==> src/rtl/csa_pkg.sv <==
// Shared sizing helpers for the carry-save resolve pipeline: stage count
// derivation, per-stage chunk width and stage payload width.
package csa_pkg;

    localparam int S_WIDTH_DEF = 18;
    localparam int C_WIDTH_DEF = 17;
    localparam int CHUNK_DEF   = 6;

    function automatic int ceil_div(input int a, input int b);
        return (a + b - 1) / b;
    endfunction

    function automatic int num_stages(input int s_width, input int chunk);
        return ceil_div(s_width, chunk);
    endfunction

    // The top slice is narrower when the sum width is not a multiple of the chunk.
    function automatic int chunk_width(input int s_width, input int lo, input int chunk);
        return ((s_width - lo) < chunk) ? (s_width - lo) : chunk;
    endfunction

    // Registered payload per stage: sum + carry delay regs, result bits, carry bit.
    function automatic int payload_width(input int s_width);
        return 3 * s_width + 1;
    endfunction

    localparam int NSTAGES_DEF = num_stages(S_WIDTH_DEF, CHUNK_DEF);
    localparam int PAYLOAD_W_DEF = payload_width(S_WIDTH_DEF);

endpackage

==> src/rtl/csa_resolve_stage.sv <==
// One pipeline slice: adds one chunk of the redundant pair plus the incoming
// carry and registers the partial result alongside the still-redundant bits.
module csa_resolve_stage
    import csa_pkg::*;
#(
    parameter int S_WIDTH = S_WIDTH_DEF,
    parameter int CHUNK   = CHUNK_DEF,
    parameter int LO      = 0,
    parameter bit LAST    = 1'b0
) (
    input  logic               clk,
    input  logic               rst,
    input  logic               en,
    input  logic               in_valid,
    input  logic [S_WIDTH-1:0] in_sum,
    input  logic [S_WIDTH-1:0] in_carry,
    input  logic [S_WIDTH-1:0] in_res,
    input  logic               in_cy,
`ifdef CSA_RESOLVE_FLAGS_EN
    input  logic               in_zero,
    output logic               out_zero,
`endif
    output logic               out_valid,
    output logic [S_WIDTH-1:0] out_sum,
    output logic [S_WIDTH-1:0] out_carry,
    output logic [S_WIDTH-1:0] out_res,
    output logic               out_cy
);

    localparam int W = chunk_width(S_WIDTH, LO, CHUNK);

    logic [W:0]         add;
    logic [S_WIDTH-1:0] res_next;

    assign add = {1'b0, in_sum[LO +: W]} + {1'b0, in_carry[LO +: W]} + {{W{1'b0}}, in_cy};

    always_comb begin
        res_next = in_res;
        res_next[LO +: W] = add[W-1:0];
    end

`ifdef CSA_RESOLVE_FLAGS_EN
    // The final slice also folds in the carry-out, since it becomes the result MSB.
    logic zero_next;
    always_comb begin
        zero_next = in_zero && (add[W-1:0] == '0) && !(LAST && add[W]);
    end

    always_ff @(posedge clk) begin
        if (rst) begin
            out_zero <= 1'b0;
        end else if (en) begin
            out_zero <= zero_next;
        end
    end
`endif

    always_ff @(posedge clk) begin
        if (rst) begin
            out_valid <= 1'b0;
            out_sum   <= '0;
            out_carry <= '0;
            out_res   <= '0;
            out_cy    <= 1'b0;
        end else if (en) begin
            out_valid <= in_valid;
            out_sum   <= in_sum;
            out_carry <= in_carry;
            out_res   <= res_next;
            out_cy    <= add[W];
        end
    end

endmodule

==> src/rtl/csa_resolve_pipe.sv <==
// Resolves a weight-aligned (sum, carry) pair into binary through a chunked,
// pipelined carry-propagate adder. Optional zero/overflow flags: CSA_RESOLVE_FLAGS_EN.
module csa_resolve_pipe
    import csa_pkg::*;
#(
    parameter int S_WIDTH = S_WIDTH_DEF,
    parameter int C_WIDTH = C_WIDTH_DEF,
    parameter int CHUNK   = CHUNK_DEF
) (
    input  logic               clk,
    input  logic               rst,
    input  logic               in_valid,
    output logic               in_ready,
    input  logic [S_WIDTH-1:0] in_sum,
    input  logic [C_WIDTH-1:0] in_carry,
    output logic               out_valid,
    input  logic               out_ready,
`ifdef CSA_RESOLVE_FLAGS_EN
    output logic               out_zero,
    output logic               out_ovf,
`endif
    output logic [S_WIDTH:0]   out_data
);

    localparam int NSTAGES = num_stages(S_WIDTH, CHUNK);

    if (C_WIDTH > S_WIDTH) begin : g_width_check
        $error("csa_resolve_pipe: C_WIDTH (%0d) exceeds S_WIDTH (%0d)", C_WIDTH, S_WIDTH);
    end

    logic               adv;
    logic [S_WIDTH-1:0] carry_ext;

    logic               v_c     [0:NSTAGES];
    logic [S_WIDTH-1:0] sum_c   [0:NSTAGES];
    logic [S_WIDTH-1:0] carry_c [0:NSTAGES];
    logic [S_WIDTH-1:0] res_c   [0:NSTAGES];
    logic               cy_c    [0:NSTAGES];

    // The whole pipe moves as one; any stall freezes every stage.
    assign adv      = ~out_valid | out_ready;
    assign in_ready = adv;

    always_comb begin
        carry_ext = '0;
        carry_ext[C_WIDTH-1:0] = in_carry;
    end

    assign v_c[0]     = in_valid;
    assign sum_c[0]   = in_sum;
    assign carry_c[0] = carry_ext;
    assign res_c[0]   = '0;
    assign cy_c[0]    = 1'b0;

`ifdef CSA_RESOLVE_FLAGS_EN
    logic zero_c [0:NSTAGES];
    assign zero_c[0] = 1'b1;
`endif

    for (genvar g = 0; g < NSTAGES; g++) begin : g_stage
        csa_resolve_stage #(
            .S_WIDTH (S_WIDTH),
            .CHUNK   (CHUNK),
            .LO      (g * CHUNK),
            .LAST    (g == NSTAGES - 1)
        ) u_stage (
            .clk       (clk),
            .rst       (rst),
            .en        (adv),
            .in_valid  (v_c[g]),
            .in_sum    (sum_c[g]),
            .in_carry  (carry_c[g]),
            .in_res    (res_c[g]),
            .in_cy     (cy_c[g]),
`ifdef CSA_RESOLVE_FLAGS_EN
            .in_zero   (zero_c[g]),
            .out_zero  (zero_c[g+1]),
`endif
            .out_valid (v_c[g+1]),
            .out_sum   (sum_c[g+1]),
            .out_carry (carry_c[g+1]),
            .out_res   (res_c[g+1]),
            .out_cy    (cy_c[g+1])
        );
    end

    assign out_valid = v_c[NSTAGES];
    assign out_data  = {cy_c[NSTAGES], res_c[NSTAGES]};

`ifdef CSA_RESOLVE_FLAGS_EN
    assign out_zero = zero_c[NSTAGES];
    assign out_ovf  = cy_c[NSTAGES];
`endif

endmodule
==> config.mk <==
export PLATFORM = sky130hd
export DESIGN_NAME = csa_resolve_pipe
export DESIGN_NICKNAME = d
export VERILOG_FILES = /design/src/rtl/csa_pkg.sv /design/src/rtl/csa_resolve_stage.sv /design/src/rtl/csa_resolve_pipe.sv
export SDC_FILE = /design/constraint.sdc
export NUM_CORES = 1
export LEC_CHECK = 0
export CORE_MARGIN = 5
export CORE_UTILIZATION = 50
export CTS_CLUSTER_DIAMETER = 60
export DETAILED_ROUTE_END_ITERATION = 8
export PLACE_DENSITY = 0.72
export SETUP_SLACK_MARGIN = 0.15
export SYNTH_ARGS = -nofsm -noshare
export SYNTH_HDL_FRONTEND = slang
export SYNTH_HIERARCHICAL = 1
export SYNTH_SLANG_ARGS = --single-unit
export TNS_END_PERCENT = 10
==> constraint.sdc <==
create_clock -name clk -period 1.74 [get_ports clk]
set_input_delay 0.348 -clock clk [delete_from_list [all_inputs] [get_ports clk]]
set_output_delay 0.348 -clock clk [all_outputs]
set_load 0.005 [all_outputs]
==> results.json <==
{
  "first_global_vias": 2604,
  "setup_viol": 0,
  "io_pins": 60,
  "fin_crit_ps": 1687,
  "cp.required_ps": 1980,
  "placed_cells": 503,
  "slew_viol_final": 0,
  "ant_nets": 0,
  "die_area_um2": 8792,
  "vias": 2599,
  "grt_pass1_wl_mm": 11.99,
  "start_util_pct": 51.64,
  "startpoint": "g_stage[1].u_stage/out_carry[12]",
  "cts_max_level": 3,
  "grt_overflow": 0,
  "drive_above_1_share_pct": 16.27,
  "netlist_area_um2": 3508,
  "die_h_um": 93.77,
  "wirelength_mm": 7.093,
  "clk-insertion-delay-late_ps": 340,
  "cts_max_path_buffers": 2,
  "power.leakage_uw": 0.002304,
  "wl_per_cell_um": 13.64,
  "placed_area_um2": 4213,
  "numCtsBuffers": 9,
  "port_buffers": 59,
  "fp-row-count": 30,
  "clkTransAtPathRegs_ps": 80,
  "endpoint_kind": "flop",
  "instances_no_fill": 520,
  "syn-mean-instance-area_um2": 9.638,
  "status": "completed",
  "groute.usage.overall_pct": 17.17,
  "hold_start": "rst",
  "clock-sinks": 78,
  "min_delay_path_depth": 2,
  "setup_slack_ps": 52.81,
  "startpoint_type": "flop",
  "viasPerCell": 4.998,
  "hold_viol": 0,
  "max-vdd-ir-drop_v": 0.0005228,
  "pre_cts_ws_ps": -462.9,
  "syn_inst": 364,
  "reg2reg_from": "g_stage[1].u_stage/out_carry[12]",
  "rr_worst_depth": 7,
  "grt_start_max_net_pins": 27,
  "final_core_utilization_pct": 67.24,
  "gp_congestion": 0.7757,
  "area_growth_pct": 30.21,
  "cp_max_fo": 2,
  "dpl.hpwl_mm": 4.996,
  "hp-class": "in2reg",
  "cts_tree": "yes",
  "diodes": 0,
  "finalNetCount": 480,
  "design_area_um2": 4568,
  "fmax_mhz": 592.7,
  "dr.pass1.iters": 4,
  "fp.dieW_um": 93.77,
  "fp.coreArea_um2": 6794,
  "setup_tns_ps": 0,
  "drt_iter0_drc": 76,
  "yosysWarnings": 6,
  "p_per_area_nw_per_um2": 938.3,
  "rsz0062_at_grt": "true",
  "antenna_found_initial": 0,
  "crit_type": "reg2reg",
  "cp_data_arrival_time_ps": 1930,
  "period_share_pct": 96.97,
  "clockRootBuffer": "clkbuf_8",
  "drc": 0,
  "max_cap_violations": 0,
  "clock_skew_ps": 4.453
}
==> routing by layer <==
layer	vias up	global-route usage [%]	share of wire (%)
met2	52	27.62	47
li1	1320	-	-
met5	-	0	0
met1	1219	22.07	47
met3	8	3.606	4.3
met4	0	7.702	1.2
==> worst max-delay path: stages, from the launching register on <==
cell and delay (ps):
dfxtp_2 350, fa_2 250, inv_2 50, fa_2 370, nand2b_4 160, a21oi_2 120, nor2_1 50, o41ai_1 220
==> state kept, by name, indices dropped and copies added, names as in the netlist <==
signal / cells
g_stage.u_stage/out_carry: 18
g_stage.u_stage/out_cy: 3
g_stage.u_stage/out_res: 36
g_stage.u_stage/out_sum: 18
g_stage.u_stage/out_valid: 3
==> power by group <==
| part | switching, uW | internal [uW] |
|---|---|---|
| Sequential | 72.5 | 1910 |
| Combinational | 254 | 315 |
| Clock | 649 | 1090 |
==> layout by cell type, fill, tap and decap left out, types with 3 or more instances in the layout <==
| cell type | count |
|---|---|
| nand3_1 | 3 |
| a31oi_1 | 3 |
| a211oi_2 | 5 |
| mux2i_1 | 63 |
| a211oi_1 | 3 |
| a21oi_2 | 4 |
| nor3_1 | 6 |
| xnor2_1 | 6 |
| o21ai_0 | 6 |
| nand2_1 | 5 |
| dlygate4sd2_1 | 3 |
| and3_1 | 3 |
| dfxtp_1 | 71 |
| nand2b_4 | 4 |
| inv_1 | 16 |
| o31ai_2 | 3 |
| a21oi_1 | 4 |
| nor2_1 | 84 |
| clkbuf_8 | 9 |
| buf_4 | 15 |
| dfxtp_2 | 6 |
| bufinv_16 | 4 |
| fa_2 | 6 |
| clkdlybuf4s50_1 | 55 |
| ha_1 | 15 |
| a211o_1 | 3 |
==> layout make-up <==
| class | instances | area (um2) |
|---|---|---|
| inverter | 18 | 67.56 |
| clock inverter | 6 | 135.1 |
| clock buffer | 9 | 123.9 |
| sequential | 78 | 1573 |
| tap | 96 | 120.1 |
| fill | 545 | 2226 |
| timing repair buffer | 76 | 734.5 |
| multi-input combinational | 237 | 1814 |
==> final timing paths <==
path	slack (ps)	end
max	50	g_stage[2].u_stage/out_res[16]
min reg2reg	480	g_stage[1].u_stage/out_res[7]
max reg2reg	50	g_stage[2].u_stage/out_res[16]
min	430	g_stage[1].u_stage/out_res[11]
==> repair_timing <==
item	CTS	global route
pin swaps	11	10
gates resized for setup	24	6
setup buffers	1	1
endpoints found under the setup margin	14	26
hold buffers	0	0
cloned	0	0
==> stage by stage <==
stage | hold slack [ps] | power, uW
after global routing | 462.0 | 4483
after global placement | 469.8 | 2538
after floorplan | 449.3 | 2326
after CTS | 419.8 | 4306
final | 433.3 | 4286
after detailed placement | 472.3 | 2559
No activity file was read; power rests on OpenSTA's default activity.
